**config.mk**
```make
export PLATFORM = sky130hd
export DESIGN_NAME = dmem_port_arbiter
export DESIGN_NICKNAME = d
export VERILOG_FILES = /design/src/rtl/dmem_port_arbiter_pkg.sv /design/src/rtl/rr_arb2.sv /design/src/rtl/dmem_port_arbiter.sv
export SDC_FILE = /design/constraint.sdc
export NUM_CORES = 1
export LEC_CHECK = 0
export CORE_AREA = 2 2 126 128
export CTS_CLUSTER_DIAMETER = 80
export DETAILED_ROUTE_END_ITERATION = 12
export DIE_AREA = 0 0 128 130
export GPL_TIMING_DRIVEN = 0
export PLACE_DENSITY = 0.56
export SYNTH_ARGS = -nofsm -noshare
export SYNTH_HDL_FRONTEND = slang
export SYNTH_HIERARCHICAL = 1
export SYNTH_SLANG_ARGS = --single-unit
```
**constraint.sdc**
```tcl
create_clock -name CLK -period 3.8 [get_ports CLK]
set_input_delay 0.38 -clock CLK [delete_from_list [all_inputs] [get_ports CLK]]
set_output_delay 0.38 -clock CLK [all_outputs]
set_load 0.01 [all_outputs]
```
**src/rtl/dmem_port_arbiter_pkg.sv**
```systemverilog
// Shared types for the data-memory port arbiter.
// Holds halt-FSM states, port ids and byte-enable width.
package dmem_port_arbiter_pkg;

  localparam int BE_W = 4;

  typedef enum logic [1:0] {
    RUN    = 2'd0,
    DRAIN  = 2'd1,
    HALTED = 2'd2
  } halt_st_t;

  typedef enum logic {
    PORT_CPU = 1'b0,
    PORT_DBG = 1'b1
  } port_id_t;

endpackage

```
**src/rtl/rr_arb2.sv**
```systemverilog
// Two-way round-robin pick: bit0 = CPU, bit1 = DBG.
// On contention the port not granted last time wins.
module rr_arb2
  import dmem_port_arbiter_pkg::*;
(
  input  logic [1:0] req,
  input  port_id_t   last,
  output logic [1:0] gnt
);

  always_comb begin
    gnt = 2'b00;
    case (req)
      2'b01:   gnt = 2'b01;
      2'b10:   gnt = 2'b10;
      2'b11:   gnt = (last == PORT_CPU) ? 2'b10 : 2'b01;
      default: gnt = 2'b00;
    endcase
  end

endmodule

```
**src/rtl/dmem_port_arbiter.sv**
```systemverilog
// Shares one data-memory port between the CPU and the debug controller.
// Debug can freeze CPU traffic via a RUN/DRAIN/HALTED handshake.
module dmem_port_arbiter
  import dmem_port_arbiter_pkg::*;
#(
  parameter int ADDR_W = 32,
  parameter int DATA_W = 32,
  parameter int CNT_W  = 16
) (
  input  logic              CLK,
  input  logic              RST,
  input  logic              cpu_req,
  input  logic [BE_W-1:0]   cpu_we,
  input  logic [ADDR_W-1:0] cpu_addr,
  input  logic [DATA_W-1:0] cpu_wdata,
  output logic              cpu_gnt,
  output logic              cpu_rvalid,
  output logic [DATA_W-1:0] cpu_rdata,
  input  logic              dbg_req,
  input  logic [BE_W-1:0]   dbg_we,
  input  logic [ADDR_W-1:0] dbg_addr,
  input  logic [DATA_W-1:0] dbg_wdata,
  output logic              dbg_gnt,
  output logic              dbg_rvalid,
  output logic [DATA_W-1:0] dbg_rdata,
  input  logic              dbg_halt,
  output logic              halted,
  output logic              mem_cs,
  output logic [BE_W-1:0]   mem_we,
  output logic [ADDR_W-1:0] mem_addr,
  output logic [DATA_W-1:0] mem_wdata,
  input  logic [DATA_W-1:0] mem_rdata,
  output logic [CNT_W-1:0]  conflict_cnt
);

  halt_st_t         r_state;
  halt_st_t         w_state_nx;
  port_id_t         r_last;
  logic             r_cpu_rd;
  logic             r_dbg_rd;
  logic [CNT_W-1:0] r_cnt;

  logic       w_cpu_ok;
  logic [1:0] w_req;
  logic [1:0] w_gnt;
  logic       w_cpu_rd;
  logic       w_dbg_rd;
  logic       w_conflict;

  assign w_cpu_ok = (r_state == RUN) & ~RST;
  assign w_req    = {dbg_req & ~RST,
                     cpu_req & w_cpu_ok};

  rr_arb2 u_rr (
    .req  (w_req),
    .last (r_last),
    .gnt  (w_gnt)
  );

  assign cpu_gnt = w_gnt[0];
  assign dbg_gnt = w_gnt[1];
  assign mem_cs  = cpu_gnt | dbg_gnt;

  always_comb begin
    mem_we    = '0;
    mem_addr  = '0;
    mem_wdata = '0;
    unique case (1'b1)
      cpu_gnt: begin
        mem_we    = cpu_we;
        mem_addr  = cpu_addr;
        mem_wdata = cpu_wdata;
      end
      dbg_gnt: begin
        mem_we    = dbg_we;
        mem_addr  = dbg_addr;
        mem_wdata = dbg_wdata;
      end
      default: ;
    endcase
  end

  assign w_cpu_rd = cpu_gnt & (cpu_we == '0);
  assign w_dbg_rd = dbg_gnt & (dbg_we == '0);

  // CPU stalled by the halt also counts as contention
  assign w_conflict = ~RST & cpu_req &
                      (dbg_req | (r_state != RUN));

  always_comb begin
    w_state_nx = r_state;
    unique case (r_state)
      RUN: begin
        if (dbg_halt)
          w_state_nx = w_cpu_rd ? DRAIN : HALTED;
      end
      DRAIN:  w_state_nx = HALTED;
      HALTED: begin
        if (!dbg_halt)
          w_state_nx = RUN;
      end
      default: w_state_nx = RUN;
    endcase
  end

  always_ff @(posedge CLK) begin
    if (RST) begin
      r_state  <= RUN;
      r_last   <= PORT_DBG;
      r_cpu_rd <= 1'b0;
      r_dbg_rd <= 1'b0;
      r_cnt    <= '0;
    end else begin
      r_state  <= w_state_nx;
      r_cpu_rd <= w_cpu_rd;
      r_dbg_rd <= w_dbg_rd;
      if (cpu_gnt)
        r_last <= PORT_CPU;
      else if (dbg_gnt)
        r_last <= PORT_DBG;
      if (w_conflict && (r_cnt != '1))
        r_cnt <= r_cnt + {{(CNT_W-1){1'b0}}, 1'b1};
    end
  end

  assign cpu_rvalid   = r_cpu_rd & ~RST;
  assign dbg_rvalid   = r_dbg_rd & ~RST;
  assign cpu_rdata    = cpu_rvalid ? mem_rdata : '0;
  assign dbg_rdata    = dbg_rvalid ? mem_rdata : '0;
  assign halted       = (r_state == HALTED) & ~RST;
  assign conflict_cnt = r_cnt;

endmodule

```
Yosys cells after proc, flatten, opt, wreduce, memory -nomap -nowiden:

Index checks and enable logic that the tools add are counted.
Widths: inputs -> output; s select.

* register bits after elaboration: 21
* input port bits: 173
* output and inout bits: 154

* $add $sub $neg: 1
* equality and inequality tests: 8
* multiplexer cells: 13
* bitwise gates (word level): 13
* reduce and logical (&&, ||, !) cells: 7

Operator list (count)
* $pmux 32 s2: 2
* $mux 32: 2
* $add 16x1->16 const B: 1
* $ne 16x16->1 const B: 1
* $pmux 2 s3: 2
* $and 1x1->1: 10
* $logic_not 4->1: 2
* $mux 2: 4
* $pmux 4 s2: 1
* $eq 2x2->1 const B: 3
* $eq 2x1->1 const B: 2
* $ne 2x2->1 const B: 2
* $reduce_bool 2->1: 2
* $logic_not 2->1: 1
* $mux 1: 2
* $or 1x1->1: 2
* $reduce_and 2->1: 1
* $logic_and 1x1->1: 1
* $not 1->1: 1

Longest topological paths before layout:

* depth in word-level cells: 9
* depth in mapped cells: 9

Modules after synthesis:

The synthesis kept the hierarchy.

Modules (own cells, without submodules)
* dmem_port_arbiter: instances 1, cells each 281, area an instance 2258.4 um2
* rr_arb2: instances 1, cells each 3, area an instance 18.8 um2

Least setup slack after synthesis:

No wires, ideal clock.

* path kind: in2out
* from: input port RST
* to: output port mem_addr[16]
* arrival time: 2017 ps
* slack: 1403 ps
* stages on the path: 7
* cell sequence: buf_2 > buf_1 > nor2b_1 > a21boi_0 > clkbuf_1 > clkbuf_1 > a22o_1

* elaborated cells between the ends (all ways): 9
* classes of those cells: eq/ne: 3; mux: 2; bitwise: 4

RTL lines
* from (decl): line dmem_port_arbiter.sv:11 `input logic RST,`
* $not 1->1 *: line dmem_port_arbiter.sv:51 `assign w_req = {dbg_req & ~RST,`
* $and 1x1->1 *: line dmem_port_arbiter.sv:51
* via w_req[1]: line dmem_port_arbiter.sv:44 `logic [1:0] w_req;`
* $eq 2x2->1 or $eq 2x1->1 (tied branches): line rr_arb2.sv:13 `case (req)`
* $pmux 2 s3 *: line rr_arb2.sv:13
* via dbg_gnt: line dmem_port_arbiter.sv:23 `output logic dbg_gnt,`
* $pmux 32 s2 *: line dmem_port_arbiter.sv:68 `unique case (1'b1)`
* to (decl): line dmem_port_arbiter.sv:30 `output logic [ADDR_W-1:0] mem_addr,`

Mark *: on every way through the listed nets, which the timed path passes. The rest lies on a longest branch.

Worst setup path in the final report:

* from: input port cpu_req
* to: output port mem_addr[9]

* word-level cells in the longest chain between the ends: 4
* elaborated cells between the ends (all ways): 6
* classes of those cells: eq/ne: 3; mux: 2; bitwise: 1

RTL lines
* from (decl): line dmem_port_arbiter.sv:12 `input logic cpu_req,`
* $and 1x1->1 *: line dmem_port_arbiter.sv:52 `cpu_req & w_cpu_ok};`
* via w_req[0]: line dmem_port_arbiter.sv:44
* $eq 2x2->1 or $eq 2x1->1 (tied branches): line rr_arb2.sv:13
* $pmux 2 s3 *: line rr_arb2.sv:13
* $pmux 32 s2 *: line dmem_port_arbiter.sv:68

Marks and branches as above.

==> impl_metrics.yaml <==
sta:
  drv_slew: 0
  timing_hold_violations_final: 0
  hold-worst-slack_ps: 455
  headroom_to_the_max_slew_limit_pct: 63.1
  rsz0062_at_grt: "no"
  finalWorstPathRequiredPeriod_ps: 3540
  timing.clock.skew_ps: 5.24
  finalCritPeriodShare_pct: 93.1
  fmax_mhz: 283
  timing_worst_slew_pin_value_ps: 554
  setup_total_negative_slack_ps: 0
  final-setup-viol-count: 0
clock_network:
  clock_insertion_delay_worst_skew_ps: 260
  cts_setup_buffers: 0
  cts.sinks: 21
  htree_levels: 1
  post_cts_resize_count: 0
  tritoncts: "yes"
  root_buffer: "sky130_fd_sc_hd__clkbuf_16"
  cts_max_path_buffers: 2
  cts.reportedPaths.clkPinSlew_ps: 60
  holdBufCountCts: 0
  cts_buffers: 3
worst_setup_path:
  crit_path_end_kind: "output pin"
  worstPathArrival_ps: 3160
  crit_type: "in -> out"
  critPathRequiredTime_ps: 3420
  timing.critical_path.from: "cpu_req"
  r2r_start: "r_state[0]"
  critical_path_peak_fanout: 10
  worstSetupStartpointType: "input port"
cells_and_area:
  synthToLayoutAreaGrowth_pct: 157
  post_route_cells_drive_above_1_share_pct: 3.59
  diodes: 0
  finalNetCount: 788
place:
  port_buffers: 325
  dp_hpwl_um: 12900
  gp_congestion: 0.840
logic_synthesis:
  syn-num-nets: 458
  yosys_most_used_dff: "sky130_fd_sc_hd__dfxtp_1"
  synth_area_leader_cell: "sky130_fd_sc_hd__a22o_1"
  post-synth-top-count-cell: "sky130_fd_sc_hd__a22o_1"
  syn-mean-instance-area_um2: 8.02
  synth_warnings: 6
  synth_edf_count: 0
  asyncSetResetFlopFracSynth_pct: 0
  sequential_fraction_of_the_synthesis_area_pct: 18.5
  synth.top_cells.by_area: "sky130_fd_sc_hd__a22o_1 26%, sky130_fd_sc_hd__dfxtp_1 18%, sky130_fd_sc_hd__and2_1 18%"
  post_synth_most_frequent_cells: "68 x sky130_fd_sc_hd__a22o_1, 65 x sky130_fd_sc_hd__and2_1, 23 x sky130_fd_sc_hd__clkbuf_1"
  yosysUniqueCellTypes: 47
  mappedNetlistArea_um2: 2280
  synth_cells: 284
  ys_seq_elements: 21
  synth.top_cell.area_share_pct: 26.2
status:
  status: "finished, final reports clean"
route:
  initialDrtViolationCount: 109
  drt_pass_1_iters: 4
  totalWireLength_um: 14600
  vias_per_cell: 4.41
  detail_route.wl_per_cell_um: 18.2
  detailroute.via_count: 3551
  ant_nets: 0
  post-route-drc-count: 0
hold_path:
  class_of_the_tightest_hold_or_removal_check: "in -> reg"
  hold_path_startpoint: "RST"
floorplan:
  core-area_um2: 15400
  chip_width_um: 128
  core.rowCount: 46
  dieArea_um2: 16600
  die_h_um: 130
  ioPinCount: 327
  initial_core_utilization_pct: 14.8
global_routing:
  first_pass_grt_wire_length_um: 20200
  groute.usage.overall_pct: 15.7
  grt_max_degree: 13
  final_global_route_overflow_total: 0
  grt_pass1_vias: 3571
  antenna_found_initial: 0
pwr:
  power.density_nw_per_um2: 153
  vdd_drop_max_v: 0.000124
  power.static_leakage_nw: 2.16
flow_run:
  cap_violations: 0
[final cells by class]
cell class	instances	area (µm²)
Tap cell	192	240
Multi-Input combinational cell	231	1730
Inverter	6	22.5
Clock inverter	1	5.00
Buffer	26	106
Clock buffer	3	75.1
Sequential cell	21	420
Fill cell	1648	9570
Timing Repair Buffer	325	3250
[critical path, cell delays in order]
cell and delay [ps]:
sky130_fd_sc_hd__clkdlybuf4s50_1 450, sky130_fd_sc_hd__nor2b_4 240, sky130_fd_sc_hd__and2_1 170, sky130_fd_sc_hd__a21boi_1 190, sky130_fd_sc_hd__clkbuf_1 400, sky130_fd_sc_hd__clkbuf_1 490
sky130_fd_sc_hd__a22o_1 220, sky130_fd_sc_hd__clkdlybuf4s50_1 610
[cell usage in the layout (no fill, tap or decap), types with 3 or more instances in the layout]
master / Yosys / routed
sky130_fd_sc_hd__dfxtp_1: 21 / 21
sky130_fd_sc_hd__a21oi_1: 14 / 14
sky130_fd_sc_hd__clkbuf_1: 23 / 23
sky130_fd_sc_hd__o31ai_1: 9 / 9
sky130_fd_sc_hd__nor2_1: 5 / 5
sky130_fd_sc_hd__nand2_1: 7 / 7
sky130_fd_sc_hd__and2_1: 65 / 65
sky130_fd_sc_hd__clkbuf_16: 0 / 3
sky130_fd_sc_hd__clkdlybuf4s50_1: 0 / 325
sky130_fd_sc_hd__inv_1: 6 / 6
sky130_fd_sc_hd__and3_1: 3 / 3
sky130_fd_sc_hd__or4_1: 9 / 9
sky130_fd_sc_hd__nor2b_1: 4 / 4
sky130_fd_sc_hd__nand3_1: 7 / 7
sky130_fd_sc_hd__a22o_1: 68 / 68
[state kept, by name, indices dropped and copies added, names as in the netlist]
signal,cells
r_dbg_rd,1
r_cpu_rd,1
conflict_cnt,16
r_state,2
r_last,1
[report_power, final]
| part | leakage (nW) | internal, mW | switching [mW] |
|---|---|---|---|
| Clock | 0.0409 | 0.142 | 0.0851 |
| Sequential | 0.170 | 0.222 | 0.00231 |
| Combinational | 1.95 | 0.291 | 0.152 |
[cell families after synthesis]
logic type,after synthesis,share of synthesized area [%]
simple gates,128,39.7
compound gates,101,35.1
buf+inv,32,5.66
flops,21,18.5
mux,1,0.494
fa+ha+maj,1,0.549
[per-layer routing]
metal / track usage (%) / share of wire (%) / vias to the layer above
met1: 16.0 / 35 / 1644
met3: 3.73 / 7.2 / 12
met5: 0 / 0 / -
li1: - / - / 1739
met4: 3.43 / 1.9 / 0
met2: 32.0 / 55 / 156
[worst paths after layout]
kind                               endpoint  slack, ps  depth (start not counted)
worst max-delay path            mem_addr[9]        260                          8
worst max register to register   r_state[1]       1620                          8
worst min-delay path               r_cpu_rd        460                          2
worst min register to register   r_state[1]        530                          2
[per-stage QoR]
stage | util, % | std cells | worst slack (ps) | instance area [µm²] | power (mW)
after global placement | 37.4 | 801 | 179 | 5770 | 0.671
after CTS | 37.9 | 805 | 142 | 5850 | 0.905
after detailed placement | 37.4 | 801 | 145 | 5770 | 0.676
after global routing | 37.9 | 805 | 47.0 | 5850 | 0.935
after floorplan | - | 284 | 1400 | 2280 | 0.348
final | 37.9 | 805 | 262 | 5850 | 0.894
(Power assumes the default switching activity.)
